File: config.mk
export PLATFORM = sky130hd
export DESIGN_NAME = period_meter_flat
export DESIGN_NICKNAME = d
export VERILOG_FILES = /design/src/rtl/period_meter_if.sv /design/src/rtl/period_meter.sv /design/src/flat_wrapper.sv
export SDC_FILE = /design/constraint.sdc
export NUM_CORES = 1
export LEC_CHECK = 0
export CAP_MARGIN = 20
export CORE_MARGIN = 4
export CORE_UTILIZATION = 50
export CTS_BUF_LIST = sky130_fd_sc_hd__clkbuf_2 sky130_fd_sc_hd__clkbuf_4 sky130_fd_sc_hd__clkbuf_8
export CTS_CLUSTER_DIAMETER = 80
export DETAILED_ROUTE_END_ITERATION = 6
export GPL_TIMING_DRIVEN = 0
export PLACE_DENSITY = 0.79
export SYNTH_ARGS = -nofsm -noshare
export SYNTH_HDL_FRONTEND = slang
export SYNTH_SLANG_ARGS = --single-unit
export TNS_END_PERCENT = 100
File: constraint.sdc
create_clock -name clk -period 14.3 [get_ports clk]
set_input_delay 4.29 -clock clk [delete_from_list [all_inputs] [get_ports clk]]
set_output_delay 4.29 -clock clk [all_outputs]
set_load 0.05 [all_outputs]
File: src/rtl/period_meter_if.sv
// Signal bundle for period_meter: the measured waveform in, phase counts and strobes out.
interface period_meter_if #(
    parameter int unsigned WIDTH = 32
);
    logic             sig_in;
    logic [WIDTH-1:0] high_cnt;
    logic [WIDTH-1:0] low_cnt;
    logic [WIDTH:0]   period;
    logic             valid;
    logic             stalled;

    // Source/observer side (bench or upstream logic).
    modport master (
        output sig_in,
        input  high_cnt,
        input  low_cnt,
        input  period,
        input  valid,
        input  stalled
    );

    // Meter side.
    modport slave (
        input  sig_in,
        output high_cnt,
        output low_cnt,
        output period,
        output valid,
        output stalled
    );
endinterface

File: src/rtl/period_meter.sv
// Measures high and low phase lengths of a slow square wave in clk cycles and
// reports them, plus their sum, with a one-cycle valid strobe. A phase longer
// than TIMEOUT drops the meter back to idle and raises stalled.
module period_meter #(
    parameter int unsigned WIDTH       = 32,
    parameter int unsigned SYNC_STAGES = 2,
    parameter int unsigned TIMEOUT     = 1_000_000
) (
    input logic           clk,
    input logic           rst,
    period_meter_if.slave bus
);

    localparam logic [WIDTH-1:0] TimeoutCnt = WIDTH'(TIMEOUT);

    typedef enum logic [1:0] {
        StIdle,
        StAcq,
        StFill,
        StRun
    } state_e;

    logic [SYNC_STAGES-1:0] sync_q;
    logic                   s_d_q;
    logic                   s;
    logic                   rise;
    logic                   fall;
    logic                   edge_det;

    logic [WIDTH-1:0] run_q, run_d;

    state_e           state_q;
    logic [WIDTH-1:0] high_q, low_q;
    logic [WIDTH:0]   period_q;
    logic             valid_q;
    logic             stalled_q;

    logic [WIDTH-1:0] high_new, low_new;
    logic [WIDTH:0]   period_new;

    // Synchronise the asynchronous input and keep a delayed copy for edge detection.
    always_ff @(posedge clk or posedge rst) begin
        if (rst) begin
            sync_q <= '0;
            s_d_q  <= 1'b0;
        end else begin
            sync_q <= {sync_q[SYNC_STAGES-2:0], bus.sig_in};
            s_d_q  <= sync_q[SYNC_STAGES-1];
        end
    end

    // Edge decode and phase-counter next state; the counter saturates at TIMEOUT.
    always_comb begin
        s        = sync_q[SYNC_STAGES-1];
        rise     = s & ~s_d_q;
        fall     = ~s & s_d_q;
        edge_det = rise | fall;
        run_d    = run_q;
        if (edge_det) begin
            run_d = WIDTH'(1);
        end else if (run_q < TimeoutCnt) begin
            run_d = run_q + WIDTH'(1);
        end
    end

    // Phase counter: on an edge cycle it holds the length of the phase just ended.
    always_ff @(posedge clk or posedge rst) begin
        if (rst) begin
            run_q <= '0;
        end else begin
            run_q <= run_d;
        end
    end

    // Candidate capture values: a fall ends a high phase, a rise ends a low phase.
    always_comb begin
        high_new   = fall ? run_q : high_q;
        low_new    = rise ? run_q : low_q;
        period_new = {1'b0, high_new} + {1'b0, low_new};
    end

    // Acquisition FSM with registered outputs; an edge beats a coincident timeout.
    always_ff @(posedge clk or posedge rst) begin
        if (rst) begin
            state_q   <= StIdle;
            high_q    <= '0;
            low_q     <= '0;
            period_q  <= '0;
            valid_q   <= 1'b0;
            stalled_q <= 1'b0;
        end else begin
            valid_q <= 1'b0;
            unique case (state_q)
                StIdle: begin
                    // First edge only opens a phase; the preceding one is partial.
                    if (edge_det) begin
                        state_q   <= StAcq;
                        stalled_q <= 1'b0;
                    end
                end
                StAcq, StFill, StRun: begin
                    if (edge_det) begin
                        high_q   <= high_new;
                        low_q    <= low_new;
                        period_q <= period_new;
                        if (state_q == StAcq) begin
                            state_q <= StFill;
                        end else begin
                            state_q <= StRun;
                            valid_q <= 1'b1;
                        end
                    end else if (run_q == TimeoutCnt) begin
                        state_q   <= StIdle;
                        stalled_q <= 1'b1;
                        high_q    <= '0;
                        low_q     <= '0;
                        period_q  <= '0;
                    end
                end
                default: state_q <= StIdle;
            endcase
        end
    end

    assign bus.high_cnt = high_q;
    assign bus.low_cnt  = low_q;
    assign bus.period   = period_q;
    assign bus.valid    = valid_q;
    assign bus.stalled  = stalled_q;

endmodule

File: src/flat_wrapper.sv
// flat-port wrapper written by rule: the top's interface ports become plain ports
module period_meter_flat 
#(
    parameter int unsigned WIDTH       = 32,
    parameter int unsigned SYNC_STAGES = 2,
    parameter int unsigned TIMEOUT     = 1_000_000
)
  (clk, rst, bus_sig_in, bus_high_cnt, bus_low_cnt, bus_period, bus_valid, bus_stalled);
  period_meter_if #(.WIDTH(WIDTH)) bus_i ();
  input logic clk;
  input logic rst;
  input wire logic [$bits(bus_i.sig_in)-1:0] bus_sig_in;
  output wire logic [$bits(bus_i.high_cnt)-1:0] bus_high_cnt;
  output wire logic [$bits(bus_i.low_cnt)-1:0] bus_low_cnt;
  output wire logic [$bits(bus_i.period)-1:0] bus_period;
  output wire logic [$bits(bus_i.valid)-1:0] bus_valid;
  output wire logic [$bits(bus_i.stalled)-1:0] bus_stalled;
  assign bus_i.sig_in = bus_sig_in;
  assign bus_high_cnt = bus_i.high_cnt;
  assign bus_low_cnt = bus_i.low_cnt;
  assign bus_period = bus_i.period;
  assign bus_valid = bus_i.valid;
  assign bus_stalled = bus_i.stalled;
  period_meter #(.WIDTH(WIDTH), .SYNC_STAGES(SYNC_STAGES), .TIMEOUT(TIMEOUT)) u_core (.clk(clk), .rst(rst), .bus(bus_i));
endmodule
Word level (Yosys, flattened, before mapping)
Cells that the tools add are included.
{"block": "totals", "register_bits": 136, "ram_bits": 0, "inputBits": 3, "elab_cells": 53, "output_inout_bits": 99, "mem_bits_ro": 0, "n_memories": 0, "latch_bits": 0}
{"block": "op_classes", "n_reduce_logical": 7, "multipliers": 0, "mux": 21, "bitwise": 5, "shift": 0, "div_mod_pow": 0, "n_eq_ne": 8, "add_sub_neg": 2, "order_cmp": 1}
{"op": "$mux W32", "n": 7}
{"op": "$mux W33", "n": 2}
{"op": "$add A32 B32 Y33", "n": 1}
{"op": "$add A32 B1 Y32 const B", "n": 1}
{"op": "$eq A32 B20 Y1 const B", "n": 1}
{"op": "$lt A32 B20 Y1 const B", "n": 1}
{"op": "$mux W1", "n": 7}
{"op": "$mux W2", "n": 3}
{"op": "$eq A2 B2 Y1 const B", "n": 2}
{"op": "$ne A2 B1 Y1 const B", "n": 2}
{"op": "$pmux W2 S2", "n": 1}
{"op": "$reduce_and A2 Y1", "n": 2}
{"op": "$reduce_bool A2 Y1", "n": 2}
{"op": "$ne A3 B1 Y1 const B", "n": 1}
{"op": "$reduce_and A3 Y1", "n": 1}
{"op": "$reduce_or A3 Y1", "n": 1}
{"op": "$and A1 B1 Y1", "n": 2}
{"op": "$eq A2 B1 Y1 const B", "n": 1}
{"op": "$logic_not A2 Y1", "n": 1}
{"op": "$ne A2 B2 Y1 const B", "n": 1}
{"op": "$not A1 Y1", "n": 2}
{"op": "$pmux W1 S2", "n": 1}
{"op": "$or A1 B1 Y1", "n": 1}

Depth between registers and ports, before layout
{"block": "logic_depth", "word_depth": 5, "ltp_mapped": 16, "depth_no_buf": 14}

Least setup slack after synthesis
OpenSTA, ideal clock, no wires.
{"block": "synth_timing", "path_kind": "register to output", "startpoint": "reg u_core.high_q[1] (netlist: u_core.bus.high_cnt[1])", "endpoint": "out bus_high_cnt[1]", "required_time_ps": 10010, "stages_incl_launch_ff": 1, "arrival_time_ps": 614, "path_buffers": 0, "path_slack_ps": 9396, "cell_sequence": "dfrtp_1"}
{"item": "start: declaration", "line": "period_meter.sv:33", "source": "logic [WIDTH-1:0] high_q, low_q;"}
{"item": "start signal: assignment", "line": "period_meter.sv:103", "source": "high_q <= high_new;"}
{"item": "end: declaration", "line": "flat_wrapper.sv:13", "source": "output wire logic [$bits(bus_i.high_cnt)-1:0] bus_high_cnt;"}
No word-level cell between the ends.

Worst setup path after layout
{"block": "layout_timing", "startpoint": "reg u_core.low_q[20] (netlist: u_core.bus.low_cnt[20])", "endpoint": "out bus_low_cnt[20]"}
{"item": "start: declaration", "line": "period_meter.sv:33"}
{"item": "start signal: assignment", "line": "period_meter.sv:104", "source": "low_q <= low_new;"}
{"item": "end: declaration", "line": "flat_wrapper.sv:14", "source": "output wire logic [$bits(bus_i.low_cnt)-1:0] bus_low_cnt;"}
No word-level cell between the ends.

==> results.json <==
{
  "status": "complete, no violations",
  "die_h_um": 131,
  "grt_usage_pct": 24.9,
  "chipWidth_um": 131,
  "fin_hold_ws_ns": 0.399,
  "ant_nets": 0,
  "hold_viol_final": 0,
  "critical_path_class": "flop to output port",
  "cts-resized-gates": 0,
  "fin_tns_setup_ns": 0,
  "clock_path_buffers": 2,
  "multi_input_area_sq_um": 3940,
  "wl_per_cell_um": 19.8,
  "ys_dominant_reg_cell": "dfrtp_1",
  "final_nets": 869,
  "crit_family": "buffers and inverters",
  "instances_no_fill": 1026,
  "dp_cells": 994,
  "cts_sinks": 136,
  "routed_wl_mm": 20.3,
  "worstMarginPinSlew_ns": 0.823,
  "period_needed_ns": 6.02,
  "synthTopCellsByArea": "dfrtp_1, mux2_2, a22o_1",
  "max_freq_mhz": 166,
  "hold_buffers": 0,
  "synth_top_area_share_pct": 44.9,
  "p_leak_nw": 4.30,
  "critPathRequiredTime_ns": 10.01,
  "grt_overflow_total": 0,
  "hpwlAfterDp_mm": 14.8,
  "die_area_sq_um": 17200,
  "nFillCells": 1183,
  "timing.final.crit_share_pct": 42.1,
  "viasPerCell": 5.94,
  "postCtsSetupBuffers": 0,
  "htree_levels": 4,
  "worst_path_max_delay_cell": "clkdlybuf4s50_1",
  "slowest_delay_ns": 0.85,
  "drc_errors": 0,
  "avgSynthCellArea_sq_um": 10.7,
  "slew_headroom_pct": 45.1,
  "synth_seq_cells": 136,
  "path_cells": "clkdlybuf4s50_1",
  "peakVddDrop_mv": 0.0591,
  "ff_latch_area_sq_um": 3400,
  "detail_route.iter0.violations": 530,
  "synth_cell_types": 61,
  "final.setup_skew_ns": 0.0119,
  "worst-path-max-fanout": 3,
  "clock_latency_ns": 0.45,
  "endpoint_kind": "output port",
  "critPathArrivalTime_ns": 1.73,
  "finalSetupViolations": 0,
  "num_antenna_cells": 0,
  "yosys_warnings": 0,
  "grt_start_max_net_pins": 77,
  "final_max_slew_viol_count": 0,
  "synth_area_sq_um": 7570,
  "pin_count": 102,
  "cts_root_buffer": "clkbuf_8",
  "cts_tree": "built",
  "hold_path_class": "flop to flop",
  "syn_inst": 708,
  "worstSetupStartpointType": "flop",
  "drt_pass1_iterations": 7,
  "globalplace.congestion": 0.901,
  "rows": 44,
  "synth_nets": 748,
  "first_global_vias": 6266,
  "cts-buffers-inserted": 17,
  "start_util_pct": 51.5,
  "crit_buf_inv": 1,
  "synth_edf_count": 0,
  "dr_total_vias": 6090,
  "layout-drive-gt1-share_pct": 15.7,
  "yosys.area.top_type": "dfrtp_1",
  "finalInstanceArea_sq_um": 9290,
  "async_flop_share_pct": 100,
  "grt_antenna_before_repair": 0,
  "clkTransAtPathRegs_ns": 0.07,
  "grt_pass1_wl_mm": 32.9,
  "pwr_density_cell_nw_per_um2": 98.3,
  "cap_violations": 0,
  "yosysMostFrequentCell": "dfrtp_1",
  "portBuffers": 101,
  "rsz0062_at_grt": "false",
  "yosysSeqAreaShare_pct": 44.9,
  "place_area_sq_um": 8850,
  "synthTopCellsByCount": "dfrtp_1, a22o_1, mux2_2",
  "core_area_sq_um": 14700,
  "synthToLayoutAreaGrowth_pct": 22.6
}
## flip-flops by register name, summed over array words and instances, names as in the netlist
| signal | count |
|---|---|
| u_core.sync_q | 2 |
| u_core.state_q | 2 |
| u_core.run_q | 32 |
| u_core.bus.valid | 1 |
| u_core.s_d_q | 1 |
| u_core.bus.high_cnt | 32 |
| u_core.bus.low_cnt | 32 |
| u_core.bus.period | 33 |
| u_core.bus.stalled | 1 |
## layer usage
metal / track usage, % / vias to the layer above / share of wire, %
met2: 39.5 / 247 / 47
met4: 9.50 / 0 / 2.1
met5: 0 / - / 0
met3: 4.78 / 36 / 6.9
li1: - / 2814 / -
met1: 34.1 / 2993 / 44
## cell usage in the layout (no fill, tap or decap), types with 26 or more instances in the layout
cell	Yosys	final
o21ai_0	47	47
dfrtp_1	136	136
a21oi_1	29	29
nand2_1	59	59
and2_1	26	26
mux2_2	62	62
clkdlybuf4s50_1	0	101
clkbuf_1	26	26
a22o_1	63	63
ha_1	36	36
## cells by family after synthesis
family                   Yosys count  synth area share [%]
AO/OA/AOI/OAI                    206                  19.5
buffers and inverters             54                  3.09
adder cells (fa/ha/maj)           37                  6.21
multiplexers                      64                  9.48
flip-flops                       136                  44.9
XOR/XNOR                          42                  4.86
AND/OR/NAND/NOR                  169                  11.9
## report_power, final
part	internal (mW)	switching, mW	total, mW
clock network	0.201	0.145	0.346
logic	0.0507	0.107	0.157
registers	0.398	0.0115	0.410
## path summary, 6_finish.rpt
kind	start	to	slack, ns	cells past startpoint
max in group asynchronous	rst	u_core.run_q[28]$_DFFE_PP0P_	9.26	3
worst min register to register	u_core.sync_q[0]$_DFF_PP0_	u_core.sync_q[1]$_DFF_PP0_	0.40	0
worst min-delay path	u_core.sync_q[0]$_DFF_PP0_	u_core.sync_q[1]$_DFF_PP0_	0.40	0
worst max register to register	u_core.sync_q[1]$_DFF_PP0_	u_core.bus.period[30]$_DFFE_PP0P_	9.98	16
min in group asynchronous	rst	u_core.bus.period[15]$_DFFE_PP0P_	4.28	2
worst max-delay path	u_core.bus.low_cnt[20]$_DFFE_PP0P_	bus_low_cnt[20]	8.28	1
## metrics by stage
step,power [mW],utilization (%),setup slack (ns)
6_report,0.913,63.2,8.28
5_1_grt,0.947,63.2,8.23
4_1_cts,0.919,63.2,8.27
3_5_place_dp,0.575,60.2,8.73
3_3_place_gp,0.570,60.0,4.72
2_1_floorplan,0.521,-,6.37
## area by class of cell
type	instances	area share, %
Clock buffer	24	3.49
Buffer	42	2.03
Sequential cell	136	36.7
Inverter	12	0.539
Clock inverter	8	1.24
Tap cell	184	2.48
Multi-Input combinational cell	518	42.4
Timing Repair Buffer	102	11.2
No activity file was read; power rests on OpenSTA's default activity.
